$ cat src/rtl/ball_motion_pkg.sv
// Shared geometry, coordinate types and FSM encoding for the pong ball engine.
// All collision arithmetic is done one bit wider than a coordinate so nothing wraps.
package ball_motion_pkg;
  localparam int COORD_W    = 10;
  localparam int CMP_W      = COORD_W + 1;
  localparam int H_ACTIVE   = 640;
  localparam int V_ACTIVE   = 480;
  localparam int BALL_SIZE  = 8;
  localparam int PADDLE_W   = 8;
  localparam int PADDLE_H   = 64;
  localparam int PADDLE_L_X = 16;
  localparam int PADDLE_R_X = 616;
  localparam int STEP       = 1;
  localparam int X_CENTRE   = (H_ACTIVE - BALL_SIZE) / 2;
  localparam int Y_CENTRE   = (V_ACTIVE - BALL_SIZE) / 2;
  localparam int L_FACE     = PADDLE_L_X + PADDLE_W;
  localparam int R_FACE     = PADDLE_R_X - BALL_SIZE;

  typedef logic [COORD_W-1:0] coord_t;
  typedef logic [CMP_W-1:0]   wide_t;

  typedef enum logic [1:0] {
    ST_IDLE = 2'd0,
    ST_MOVE = 2'd1,
    ST_MISS = 2'd2
  } state_e;

  function automatic wide_t widen(input coord_t v);
    return {1'b0, v};
  endfunction

  function automatic wide_t wc(input int v);
    return wide_t'(v);
  endfunction
endpackage

$ cat src/rtl/ball_motion_if.sv
// Ball engine bus: divided clock, serve and paddle positions in; ball state and miss pulses out.
interface ball_motion_if;
  import ball_motion_pkg::*;

  logic   ball_clk;
  logic   serve;
  coord_t paddle_l_y;
  coord_t paddle_r_y;
  coord_t ball_x;
  coord_t ball_y;
  logic   ball_active;
  logic   miss_l;
  logic   miss_r;

  modport master (
    output ball_clk, serve, paddle_l_y, paddle_r_y,
    input  ball_x, ball_y, ball_active, miss_l, miss_r
  );

  modport slave (
    input  ball_clk, serve, paddle_l_y, paddle_r_y,
    output ball_x, ball_y, ball_active, miss_l, miss_r
  );
endinterface

$ cat src/rtl/ball_motion_tick_sync.sv
// Brings the divided ball clock in as data and turns each rising edge into a
// one-cycle step pulse, registered on the third system clock edge after the rise.
module ball_motion_tick_sync (
  input  logic clk,
  input  logic rst,
  input  logic din,
  output logic step
);
  logic meta_q, meta_d;
  logic sync_q, sync_d;
  logic prev_q, prev_d;
  logic step_q, step_d;

  always_comb begin
    meta_d = din;
    sync_d = meta_q;
    prev_d = sync_q;
    step_d = sync_q & ~prev_q;
  end

  always_ff @(posedge clk or posedge rst) begin
    if (rst) begin
      meta_q <= 1'b0;
      sync_q <= 1'b0;
      prev_q <= 1'b0;
      step_q <= 1'b0;
    end else begin
      meta_q <= meta_d;
      sync_q <= sync_d;
      prev_q <= prev_d;
      step_q <= step_d;
    end
  end

  assign step = step_q;
endmodule

$ cat src/rtl/ball_motion.sv
// Pong ball position engine: serve / move / miss FSM advancing the ball one step
// per ball_clk rising edge, with wall and paddle bounces and per-side miss pulses.
module ball_motion
  import ball_motion_pkg::*;
#(
  parameter int SERVE_TICKS = 60
) (
  input  logic         clock_in,
  input  logic         reset,
  ball_motion_if.slave bus
);
  localparam int CNT_W = (SERVE_TICKS > 1) ? $clog2(SERVE_TICKS) : 1;
  localparam logic [CNT_W-1:0] CNT_LAST = CNT_W'(SERVE_TICKS - 1);

  logic             step;
  state_e           state_q, state_d;
  coord_t           x_q, x_d, y_q, y_d;
  logic             dx_q, dx_d, dy_q, dy_d;  // 1 = moving right / down
  logic [CNT_W-1:0] cnt_q, cnt_d;
  logic             active_q, active_d;
  logic             miss_l_q, miss_l_d, miss_r_q, miss_r_d;
  wide_t            x_w, y_w, pl_w, pr_w;
  logic             hit_l, hit_r, out_l, out_r;

  ball_motion_tick_sync u_tick (
    .clk  (clock_in),
    .rst  (reset),
    .din  (bus.ball_clk),
    .step (step)
  );

  assign x_w  = widen(x_q);
  assign y_w  = widen(y_q);
  assign pl_w = widen(bus.paddle_l_y);
  assign pr_w = widen(bus.paddle_r_y);

  // Paddle contact: ball is at or within one step of the paddle face and overlaps it vertically.
  assign hit_l = !dx_q
              && (x_w >= wc(L_FACE)) && (x_w - wc(STEP) <= wc(L_FACE))
              && (y_w + wc(BALL_SIZE) > pl_w) && (y_w < pl_w + wc(PADDLE_H));
  assign hit_r = dx_q
              && (x_w <= wc(R_FACE)) && (x_w + wc(STEP) >= wc(R_FACE))
              && (y_w + wc(BALL_SIZE) > pr_w) && (y_w < pr_w + wc(PADDLE_H));
  assign out_l = !dx_q && (x_w < wc(STEP));
  assign out_r = dx_q && (x_w + wc(BALL_SIZE + STEP) >= wc(H_ACTIVE));

  always_comb begin
    state_d  = state_q;
    x_d      = x_q;
    y_d      = y_q;
    dx_d     = dx_q;
    dy_d     = dy_q;
    cnt_d    = cnt_q;
    miss_l_d = 1'b0;
    miss_r_d = 1'b0;
    case (state_q)
      ST_IDLE: if (bus.serve) state_d = ST_MOVE;
      ST_MOVE: if (step) begin
        if (!dy_q && (y_w < wc(STEP))) begin
          y_d  = '0;
          dy_d = 1'b1;
        end else if (dy_q && (y_w + wc(BALL_SIZE + STEP) >= wc(V_ACTIVE))) begin
          y_d  = coord_t'(V_ACTIVE - BALL_SIZE);
          dy_d = 1'b0;
        end else begin
          y_d  = dy_q ? coord_t'(y_w + wc(STEP)) : coord_t'(y_w - wc(STEP));
        end

        if (hit_l) begin
          x_d  = coord_t'(L_FACE);
          dx_d = 1'b1;
        end else if (hit_r) begin
          x_d  = coord_t'(R_FACE);
          dx_d = 1'b0;
        end else if (out_l) begin
          x_d      = '0;
          miss_l_d = 1'b1;
          state_d  = ST_MISS;
        end else if (out_r) begin
          x_d      = coord_t'(H_ACTIVE - BALL_SIZE);
          miss_r_d = 1'b1;
          state_d  = ST_MISS;
        end else begin
          x_d = dx_q ? coord_t'(x_w + wc(STEP)) : coord_t'(x_w - wc(STEP));
        end
      end
      // Direction survives the recentre so the next serve heads the same way.
      ST_MISS: if (step) begin
        if (cnt_q == CNT_LAST) begin
          cnt_d   = '0;
          x_d     = coord_t'(X_CENTRE);
          y_d     = coord_t'(Y_CENTRE);
          state_d = ST_IDLE;
        end else begin
          cnt_d = cnt_q + 1'b1;
        end
      end
      default: state_d = ST_IDLE;
    endcase
    active_d = (state_d == ST_MOVE);
  end

  always_ff @(posedge clock_in or posedge reset) begin
    if (reset) begin
      state_q  <= ST_IDLE;
      x_q      <= coord_t'(X_CENTRE);
      y_q      <= coord_t'(Y_CENTRE);
      dx_q     <= 1'b1;
      dy_q     <= 1'b1;
      cnt_q    <= '0;
      active_q <= 1'b0;
      miss_l_q <= 1'b0;
      miss_r_q <= 1'b0;
    end else begin
      state_q  <= state_d;
      x_q      <= x_d;
      y_q      <= y_d;
      dx_q     <= dx_d;
      dy_q     <= dy_d;
      cnt_q    <= cnt_d;
      active_q <= active_d;
      miss_l_q <= miss_l_d;
      miss_r_q <= miss_r_d;
    end
  end

  assign bus.ball_x      = x_q;
  assign bus.ball_y      = y_q;
  assign bus.ball_active = active_q;
  assign bus.miss_l      = miss_l_q;
  assign bus.miss_r      = miss_r_q;
endmodule

$ cat src/flat_wrapper.sv
// flat-port wrapper written by rule: the top's interface ports become plain ports
module ball_motion_flat import ball_motion_pkg::*;
#(
  parameter int SERVE_TICKS = 60
)
  (clock_in, reset, bus_ball_clk, bus_serve, bus_paddle_l_y, bus_paddle_r_y, bus_ball_x, bus_ball_y, bus_ball_active, bus_miss_l, bus_miss_r);
  ball_motion_if bus_i ();
  input  logic clock_in;
  input  logic reset;
  input wire logic [$bits(bus_i.ball_clk)-1:0] bus_ball_clk;
  input wire logic [$bits(bus_i.serve)-1:0] bus_serve;
  input wire logic [$bits(bus_i.paddle_l_y)-1:0] bus_paddle_l_y;
  input wire logic [$bits(bus_i.paddle_r_y)-1:0] bus_paddle_r_y;
  output wire logic [$bits(bus_i.ball_x)-1:0] bus_ball_x;
  output wire logic [$bits(bus_i.ball_y)-1:0] bus_ball_y;
  output wire logic [$bits(bus_i.ball_active)-1:0] bus_ball_active;
  output wire logic [$bits(bus_i.miss_l)-1:0] bus_miss_l;
  output wire logic [$bits(bus_i.miss_r)-1:0] bus_miss_r;
  assign bus_i.ball_clk = bus_ball_clk;
  assign bus_i.serve = bus_serve;
  assign bus_i.paddle_l_y = bus_paddle_l_y;
  assign bus_i.paddle_r_y = bus_paddle_r_y;
  assign bus_ball_x = bus_i.ball_x;
  assign bus_ball_y = bus_i.ball_y;
  assign bus_ball_active = bus_i.ball_active;
  assign bus_miss_l = bus_i.miss_l;
  assign bus_miss_r = bus_i.miss_r;
  ball_motion #(.SERVE_TICKS(SERVE_TICKS)) u_core (.clock_in(clock_in), .reset(reset), .bus(bus_i));
endmodule
$ cat config.mk
export PLATFORM = sky130hd
export DESIGN_NAME = ball_motion_flat
export DESIGN_NICKNAME = d
export VERILOG_FILES = /design/src/rtl/ball_motion_pkg.sv /design/src/rtl/ball_motion_if.sv /design/src/rtl/ball_motion_tick_sync.sv /design/src/rtl/ball_motion.sv /design/src/flat_wrapper.sv
export SDC_FILE = /design/constraint.sdc
export NUM_CORES = 1
export LEC_CHECK = 0
export BUFFER_PORTS_ARGS = -buffer_cell sky130_fd_sc_hd__buf_2
export CAP_MARGIN = 40
export CORE_MARGIN = 2
export CORE_UTILIZATION = 53
export DETAILED_ROUTE_END_ITERATION = 10
export GPL_TIMING_DRIVEN = 0
export PLACE_DENSITY_LB_ADDON = 0.3
export SETUP_SLACK_MARGIN = 0.1
export SYNTH_ARGS = -nofsm -noshare
export SYNTH_HDL_FRONTEND = slang
export SYNTH_HIERARCHICAL = 1
export SYNTH_SLANG_ARGS = --single-unit
$ cat constraint.sdc
create_clock -name clock_in -period 2.76 [get_ports clock_in]
set_input_delay 0.138 -clock clock_in [delete_from_list [all_inputs] [get_ports clock_in]]
set_output_delay 0.138 -clock clock_in [all_outputs]
set_load 0.01 [all_outputs]
Yosys cells after proc, flatten, opt, wreduce, memory -nomap -nowiden:

Cells that the tools add are included.

* register bits: 37
* output and inout port bits: 23
* word-level logic and storage cells: 107

* $add $sub $neg: 10
* $lt $le $gt $ge: 12
* eq/ne operators: 7
* multiplexer cells: 41
* bitwise logic cells: 2
* reduce and logical (&&, ||, !) cells: 22

Operators by type and width (number)
* 2-to-1 mux 10 bit: 14
* one-hot mux 10 bit (2 select lines): 2
* adder 10 x 4 -> 11 bit (second input constant): 3
* adder 10 x 7 -> 11 bit (second input constant): 2
* greater-or-equal comparator 11 x 10 -> 1 bit (second input constant): 2
* > comparator 11 x 10 -> 1 bit: 2
* < comparator 10 x 11 -> 1 bit: 2
* < comparator 10 x 1 -> 1 bit (second input constant): 2
* 2-to-1 mux 2 bit: 8
* 2-to-1 mux 1 bit: 15
* logical AND 1 bit: 12
* adder 10 x 1 -> 11 bit (second input constant): 1
* greater-or-equal comparator 11 x 9 -> 1 bit (second input constant): 1
* <= comparator 11 x 5 -> 1 bit (second input constant): 1
* subtractor 10 x 1 -> 11 bit (second input constant): 1
* adder 10 x 1 -> 10 bit (second input constant): 1
* greater-or-equal comparator 10 x 5 -> 1 bit (second input constant): 1
* <= comparator 10 bit (second input constant): 1
* subtractor 10 x 1 -> 10 bit (second input constant): 1
* adder 6 x 1 -> 6 bit (second input constant): 1
* == test 6 bit (second input constant): 1
* 2-to-1 mux 6 bit: 1
* one-hot mux 2 bit (3 select lines): 1
* AND reduction 3 bit: 2
* 11 further kinds: 16

Depth between registers and ports, before layout:

Gate-level depths: netlist of the first run.

* word-level depth: 10
* depth in mapped cells: 12
* mapped depth without buffers: 12

Hierarchy:

Netlist of the first run, hierarchy kept.

Modules (own cells, without submodules)
* ball_motion: times used 1, cells an instance 436, area an instance 3440.8 sq um
* ball_motion_tick_sync: times used 1, cells an instance 6, area an instance 117.6 sq um

Worst setup path after synthesis of the first run:

No wires, ideal clock.

* kind: reg2reg
* start: reg u_core.y_q[6] (netlist: u_core/bus.ball_y[6])
* end: reg u_core.x_q[9] (netlist: u_core/bus.ball_x[9])
* library setup time: 0.121 ns
* data arrival time: 2.885 ns
* required time: 2.639 ns
* slack: -0.246 ns
* cell stages (with the launch flop): 13
* path buffers: 1
* cells stage by stage: dfstp_2 -> clkbuf_1 -> nand3_1 -> nor2_1 -> xnor2_1 -> ha_1 -> and3_1 -> nand4_1 -> nor4_1 -> a2111oi_2 -> o2111ai_2 -> and2_1 -> a22o_1

* word-level cells in the longest chain between the ends: 8
* elaborated cells on any way between the ends: 13
* classes of those cells: 1 x add/sub; 4 x order compare; 4 x mux; 4 x reduce/logical

RTL lines
* start, declared: line ball_motion.sv:17 `coord_t x_q, x_d, y_q, y_d;`
* start signal, assigned: line ball_motion.sv:107 `y_q <= coord_t'(Y_CENTRE);`
* start signal, assigned: line ball_motion.sv:117 `y_q <= y_d;`
* adder 10 x 4 -> 11 bit: line ball_motion.sv:40, ball_motion.sv:43
* > comparator 11 x 10 -> 1 bit: line ball_motion.sv:43 `&& (y_w + wc(BALL_SIZE) > pr_w) && (y_w < pr_w + wc(PADDLE_H));`
* logical AND 1 bit (2 in a row): line ball_motion.sv:43
* 2-to-1 mux 10 bit: line ball_motion.sv:72 `end else if (hit_r) begin`
* 2-to-1 mux 10 bit (*): line ball_motion.sv:69 `if (hit_l) begin`
* 2-to-1 mux 10 bit (*): line ball_motion.sv:58 `ST_MOVE: if (step) begin`
* one-hot mux 10 bit (2 select lines) (*): line ball_motion.sv:56 `case (state_q)`
* end signal, assigned: line ball_motion.sv:106 `x_q <= coord_t'(X_CENTRE);`
* end, declared: line ball_motion.sv:17

Mark *: on every way between the ends. The rest lies on a longest branch, timed or not. The select of a mux whose other input is x is not followed.
A chain may end at the register's enable or synchronous reset.

Final worst setup path of the first run:

* start: reg u_core.y_q[3] (netlist: u_core/bus.ball_y[3])
* end: reg u_core.state_q[1]

* word-level cells in the longest chain between the ends: 8
* elaborated cells on any way between the ends: 13
* classes of those cells: 1 x add/sub; 4 x order compare; 4 x mux; 4 x reduce/logical

RTL lines
* adder 10 x 4 -> 11 bit: line ball_motion.sv:40, ball_motion.sv:43
* > comparator 11 x 10 -> 1 bit: line ball_motion.sv:43
* logical AND 1 bit (2 in a row): line ball_motion.sv:43
* 2-to-1 mux 2 bit: line ball_motion.sv:72
* 2-to-1 mux 2 bit (*): line ball_motion.sv:69
* 2-to-1 mux 2 bit (*): line ball_motion.sv:58
* one-hot mux 2 bit (3 select lines) (*): line ball_motion.sv:56
* net u_core.state_d[1]: line ball_motion.sv:16 `state_e state_q, state_d;`
* end signal, assigned: line ball_motion.sv:115 `state_q <= state_d;`
* end, declared: line ball_motion.sv:16

Mark *: on every way through the listed nets, which the timed path passes. The rest lies on a longest branch.

==> results.md, run 1 <==
* Row cnt at 29
* Max_cap viols at 0
* Via-to-Cell Ratio at about 6.5
* Setup TNS at -3680 ps
* Yosys reg bits at 37
* Metal3 WL at slightly below 1000 µm
* Hold_ws at between 100 and 150 ps
* HP Class: in -> reg
* Maximum root-to-sink buffer count at 2
* Placed Cells at 566
* Met2 Wirelength at 5240 µm
* Largest net degree at the start of global routing at 22
* Max VDD drop at approximately 0.00036 V
* Routed len/inst at 18.6 µm
* Remaining DRCs at 0
* Layout Cells excl Fill at roughly 600
* Count of final hold-check violations at 0
* CTS tree: done
* Initial Util at 55.4%
* Failing checks: setup timing
* WP data required at about 3000 ps
* Die W at 85.9 µm
* Layout overhead on the synthesized area at 30.5%
* Syn_nets at 511
* Synthesized instance count at 442
* DRT iter0 DRCs at approximately 480
* R2R cell count at 14
* Synth Cell Area at 0.00356 mm²
* R2r setup slk at -330 ps
* # setup viols final at 14
* Input/output buffers at 46
* CTS root buf: clkbuf_8
* Slew Limit Fails at 0
* Syn avg cell area at 8.05 µm²
* Reg clk slew, reported paths at roughly 90 ps
* Overall routing resource usage at between 20% and 30%
* GR Overflow Total at 0
* Total CTS buffers at 5
* Worst EP arrival at roughly 3300 ps
* Detailed Place HPWL at roughly 7300 µm
* Filler Cell Count at between 400 and 500
* Via count at 3883
* Full die area at 0.00739 mm²
* Outcome: finished, violations left
* Hold_sp: bus_serve
* Unrepaired setup endpoints after global routing: true
* Pwr Density at ~270 mW/mm²
* Cell variety after synth at 65
* First-pass GRT wire length at 16800 µm
* Reg2reg start: u_core/bus.ball_y[3]
* Async SR Flop Fraction at 100%
* Worst rel slew slack at approximately two fifths
* Ant diodes at 0
* Core Util, Final at 72.3%
* Core area at approximately 0.0064 mm²
* Final wirelength at 11100 µm
* Synth Flop Type: dfrtp_1
* Hold Path Depth at 3
* Post-DP Area at 0.00395 mm²
* GP Congestion at 0.958
* Initial antenna violation count at 0
* WL met1 at roughly 4500 µm
* Routed Antenna Nets at 0
* Crit-path max FO at 5
* Number of synthesized flops with an enable pin at 0
* Reg2Reg Capture Point: u_core/state_q[1]
* Period minus WS final at 3090 ps
* Commonest non-fill, non-tap cells in the layout: 53 x buf_2, 46 x nand2_1, 38 x ha_1
* Layout cell share with drive strength beyond 1 at between 30% and 40%
* Final setup margin at -333 ps
* Clk sinks at 37
* # IOs at 47
* Die Y at about 86 µm
* Worst Tran Pin Value at about 900 ps
* Setup CP Type: reg -> reg
* Crit. End Element: flip-flop
* Crit path launch type: flip-flop
* Max H-tree Level at 2
* Final worst path period share at 112%
* Vias in the first global route at approximately 3500
* Yosys Warn Count at 6
* Final Skew at ~14 ps
* Design area at approximately 0.0046 mm²
* Sequential area share after synthesis at 26.4%
* Clk_lat worst skew at around 300 ps
* Pleak at roughly 0.0021 µW
* Hold endpoint: u_core/state_q[0]
* Layout Nets at between 500 and 600
* Pre-antenna DRT Iters at 6
* Fmax at ~320 MHz
* DR top layer: met4
* Most common cell after layout, fill and taps aside: buf_2
## synthesized netlist by cell type (all sizes together), types with 5 or more instances
library cell  number  area share (%)
a21oi             29             4.1
o21ai             38             5.3
xor2               5             1.2
o22ai              6             1.2
a211oi             5             1.1
nor2              29             3.1
ha                45              16
a21o               8             1.7
a31oi              7             1.2
dfstp             12             8.9
and2               8             1.5
nand3             20             2.8
nand2             47             5.0
buf                8             1.3
clkbuf            11             1.2
inv               37             3.9
xnor2             12             3.0
a2111oi            5             1.4
nor3              10             1.4
nor4               8             2.0
dfrtp             25              18
nand4              9             1.6
## per-stage QoR
step           total power (µW)  worst slack, ps
2_1_floorplan               704              102
5_1_grt                    1330             -427
6_report                   1270             -333
4_1_cts                    1260             -144
3_3_place_gp                744             -374
3_5_place_dp                761             -357
## worst max-delay path, stage by stage, from the launching register on
cell and delay (ps):
dfstp_2 570, buf_6 110, ha_4 160, nand3_4 90
nor2_4 140, xnor2_4 100, buf_4 150, ha_4 280
nand3_2 100, nor4_1 440, nor3_1 100, nand4_1 280
buf_4 190, nand3_4 110, o21ai_2 190
## metal layers
layer | GRT usage, % | up-vias
li1 | - | 1764
met1 | 39.0 | 1812
met2 | 44.3 | 261
met3 | 5.00 | 46
met5 | 0 | -
met4 | 10.7 | 0
## sequential cells by signal, summed over array words and instances (netlist names), 2 cells and up
signal and flops:
u_core/bus.ball_y 10, u_core/cnt_q 6, u_core/bus.ball_x 10, u_core/state_q 2
## kinds of logic after synthesis
group / Yosys count / share of synthesized area, %
flip-flops: 37 / 26.4
buffers and inverters: 56 / 6.40
AND/OR/NAND/NOR: 159 / 23.6
adder cells (fa/ha/maj): 45 / 15.8
AO/OA/AOI/OAI: 124 / 22.4
multiplexers: 4 / 1.20
XOR/XNOR: 17 / 4.18
## how the worst max path moves through the flow
| stage | startpoint | to | slack (ps) | cells after the start |
|---|---|---|---|---|
| 2_1_floorplan | u_core/bus.ball_y[3] | u_core/bus.ball_x[9] | 100 | 12 |
| 3_3_place_gp | u_core/bus.ball_y[3] | u_core/bus.ball_x[0] | -370 | 12 |
| 3_5_place_dp | u_core/bus.ball_y[3] | u_core/bus.ball_x[0] | -360 | 12 |
| 4_1_cts | u_core/bus.ball_y[3] | u_core/bus.ball_x[9] | -140 | 13 |
| 5_1_grt | u_core/bus.ball_y[3] | u_core/bus.ball_x[9] | -430 | 13 |
| 6_report | u_core/bus.ball_y[3] | u_core/state_q[1] | -330 | 14 |
## power breakdown
part	leakage [µW]	switching, µW	internal [µW]	total [µW]
clock	0.0000543	225	271	496
combinational	0.00162	85.8	73.4	159
sequential	0.000437	40.8	574	615
total	0.00211	352	918	1270
## cell type report
class | count | area [µm²] | share of cell area (%)
clock buffers | 5 | 68.8 | 1.48
well taps | 77 | 96.3 | 2.08
clock inverters | 3 | 46.3 | 0.997
multi-input cells | 349 | 2750 | 59.3
flip-flops and latches | 37 | 942 | 20.3
repair buffers | 72 | 469 | 10.1
plain buffers | 19 | 129 | 2.78
inverters | 37 | 139 | 2.99
## what timing repair did
item | 4_1_cts | 5_1_grt
gates resized for setup | 28 | 32
hold endpoints to repair | 5 | 0
endpoints found under the setup margin | 19 | 24
pin swaps | 19 | 8
hold buffers | 2 | 0
buffers inserted | 17 | 5
No activity file was read; power rests on OpenSTA's default activity.
==> run 2, diff against run 1 <==
--- a/config.mk
+++ b/config.mk
@@ -17,3 +17,4 @@
 export SYNTH_HDL_FRONTEND = slang
 export SYNTH_HIERARCHICAL = 1
 export SYNTH_SLANG_ARGS = --single-unit
+export TNS_END_PERCENT = 1
==> run 2 against run 1 <==
Compared with the run above: the flow still finishes with violations (setup timing); final area is 3.8% lower; global-route usage is 0.83 points lower; non-clock buffer count is 4 lower; register-to-register slack better by 120 ps; critical path depth is 1 lower; via count is 4.5% lower; critical endpoint is now u_core/bus.ball_x[9]; largest cell class unchanged; largest power group unchanged.
==> results.md, run 2 (synthesis gave the netlist of run 1 again) <==
* Share of power burned in the clock network at 39.3% (was 39.0%)
* Input/output buffers at 46 (unchanged)
* Largest net degree at the start of global routing at 22 (unchanged)
* Layout Cells excl Fill at 595 (was 599)
* Count of final hold-check violations at 0 (unchanged)
* Slew Limit Fails at 0 (unchanged)
* Vias in the first global route at 3439 (was 3518)
* Remaining DRCs at 0 (unchanged)
* Die W at 85.9 µm (unchanged)
* CTS root buf: clkbuf_8 (unchanged)
* Worst rel slew slack at 40.9% (was 38.4%)
* GR Overflow Total at 0 (unchanged)
* Pre-antenna DRT Iters at 6 (unchanged)
* Max H-tree Level at 2 (unchanged)
* Placed Cells at 566 (unchanged)
* Overall routing resource usage at 27.5% (was 28.3%)
* Crit-path max FO at 7 (was 5)
* Via count at 3708 (was 3883)
* DR top layer: met4 (unchanged)
* Via-to-Cell Ratio at 6.23 (was 6.48)
* Final setup margin at -216 ps (was -333 ps)
* Pwr Density at 282 mW/mm² (was 274 mW/mm²)
* Row cnt at 29 (unchanged)
* Clk sinks at 37 (unchanged)
* WL met1 at 4330 µm (was 4500 µm)
* Sw Share at 27.3% (was 27.7%)
* Total CTS buffers at 5 (unchanged)
* Worst EP arrival at 3180 ps (was 3320 ps)
* CTS tree: done (unchanged)
* Initial Util at 55.4% (unchanged)
* Crit. End Element: flip-flop (unchanged)
* Seq pwr share at 48.9% (was 48.4%)
* Comb power frac at 11.8% (was 12.5%)
* Ant diodes at 0 (unchanged)
* Worst Tran Pin Value at 883 ps (was 921 ps)
* DRT iter0 DRCs at 347 (was 479)
* # setup viols final at 14 (unchanged)
* Unrepaired setup endpoints after global routing: true (unchanged)
* Initial antenna violation count at 0 (unchanged)
* First-pass GRT wire length at 16400 µm (was 16800 µm)
* # IOs at 47 (unchanged)
* Die Y at 85.9 µm (unchanged)
* Dpl ws at -357 ps (unchanged)
* Slowest-stage cell, CP: dfstp_2 (unchanged)
* Detailed Place HPWL at 7260 µm (unchanged)
* Final worst path period share at 108% (was 112%)
* Routed Antenna Nets at 0 (unchanged)
* Psw at 344 µW (was 352 µW)
* GP Congestion at 0.958 (unchanged)
* Pleak at 0.00207 µW (was 0.00211 µW)
* Full die area at 0.00739 mm² (unchanged)
* Layout cell share with drive strength beyond 1 at 28.4% (was 30.8%)
* Clk_lat worst skew at 300 ps (about the same)
* Routed len/inst at 16.8 µm (was 18.6 µm)
* Met2 Wirelength at 4650 µm (was 5240 µm)
* Critical Path, Cell by Cell: buf_6, ha_4, nand3_4, nor2_4, xnor2_2, ha_1, and3_4, nand4_1, nor4_2, a2111oi_2, o2111ai_4, and2_4, a22o_1 (was buf_6, ha_4, nand3_4, nor2_4, xnor2_4, buf_4, ha_4, nand3_2, nor4_1, nor3_1, nand4_1, buf_4, nand3_4, o21ai_2)
* Setup CP Type: reg -> reg (unchanged)
* Crit path largest cell delay at 580 ps (was 570 ps)
* Core area at 0.00642 mm² (unchanged)
* Final Skew at 14.3 ps (was 13.7 ps)
* Fmax at 336 MHz (was 323 MHz)
* Crit path launch type: flip-flop (unchanged)
* Max_cap viols at 0 (unchanged)
* Filler Cell Count at 478 (was 439)
* Max VDD drop at 0.000358 V (was 0.000362 V)
* WP data required at 2960 ps (was 2990 ps)
* Pint at 915 µW (was 918 µW)
* Final wirelength at 10000 µm (was 11100 µm)
* Layout overhead on the synthesized area at 25.5% (was 30.5%)
* Commonest non-fill, non-tap cells in the layout: 53 x buf_2, 46 x nand2_1, 43 x ha_1 (was 53 x buf_2, 46 x nand2_1, 38 x ha_1)
* Maximum root-to-sink buffer count at 2 (unchanged)
* Reg clk slew, reported paths at 90 ps (about the same)
* Metal3 WL at 729 µm (was 980 µm)
* Most common cell after layout, fill and taps aside: buf_2 (unchanged)
* HP Class: in -> reg (unchanged)
* Period minus WS final at 2980 ps (was 3090 ps)
* Failing checks: setup timing (unchanged)
* Outcome: finished, violations left (unchanged)
* Layout Nets at 586 (was 590)
-- run 2: layout make-up --
| cell class | count | area, µm² | area share [%] |
|---|---|---|---|
| Buffer | 19 | 131 | 2.94 |
| Tap cell | 77 | 96.3 | 2.16 |
| Clock inverter | 3 | 46.3 | 1.04 |
| Sequential cell | 37 | 943 | 21.1 |
| Clock buffer | 5 | 68.8 | 1.54 |
| Timing Repair Buffer | 68 | 427 | 9.55 |
| Inverter | 37 | 139 | 3.11 |
| Multi-Input combinational cell | 349 | 2620 | 58.5 |
-- run 2: power groups by stage --
stage,clock network [µW],logic (µW),registers [µW]
after detailed placement,0,138,623
after CTS,502,142,614
final,495,148,615
after floorplan,0,91.4,612
after global routing,527,174,622
after global placement,0,125,619
-- run 2: through the flow --
stage	hold WS, ps	TNS [ps]	area [µm²]	util (%)	power (µW)
6_report	126	-1950	4470	69.6	1260
5_1_grt	144	-3790	4470	69.6	1320
4_1_cts	122	-1010	4290	66.9	1260
3_5_place_dp	30.7	-3980	3950	61.6	761
3_3_place_gp	25.5	-3950	3940	61.3	744
2_1_floorplan	-95.9	0	3610	-	704
-- run 2: critical path: cells and delay by family, from the launching register on --
kind                       cells  cell delay, ps
and+or+nand+nor                6             810
AOI/OAI and AO/OA              3             810
xor gates and xnor gates       1             130
adders and majority gates      2             430
DFF                            1             580
buffers and inverters          1             110
-- run 2: routing by layer --
layer	vias up	GRT usage, %
met3	26	4.43
met1	1747	38.8
met2	168	42.4
met4	0	10.1
met5	-	0
li1	1767	-
-- run 2: final timing paths --
check / start / slack (ps) / depth (start not counted) / end
min reg2reg: u_core/u_tick/meta_q / 360 / 0 / u_core/u_tick/prev_d
max in group asynchronous: reset / 1770 / 5 / u_core/bus.ball_y[5]
min: bus_serve / 130 / 3 / u_core/state_q[0]
max: u_core/bus.ball_y[3] / -220 / 13 / u_core/bus.ball_x[9]
min in group asynchronous: reset / 260 / 3 / u_core/u_tick/meta_q
max reg2reg: u_core/bus.ball_y[3] / -220 / 13 / u_core/bus.ball_x[9]
-- run 2: repair_timing --
action	4_1_cts	5_1_grt
endpoints found under the setup margin	19	24
hold buffers	2	0
pin swaps	15	13
hold endpoints to repair	5	0
gates resized for setup	22	25
buffers inserted	13	5
cloned	0	0
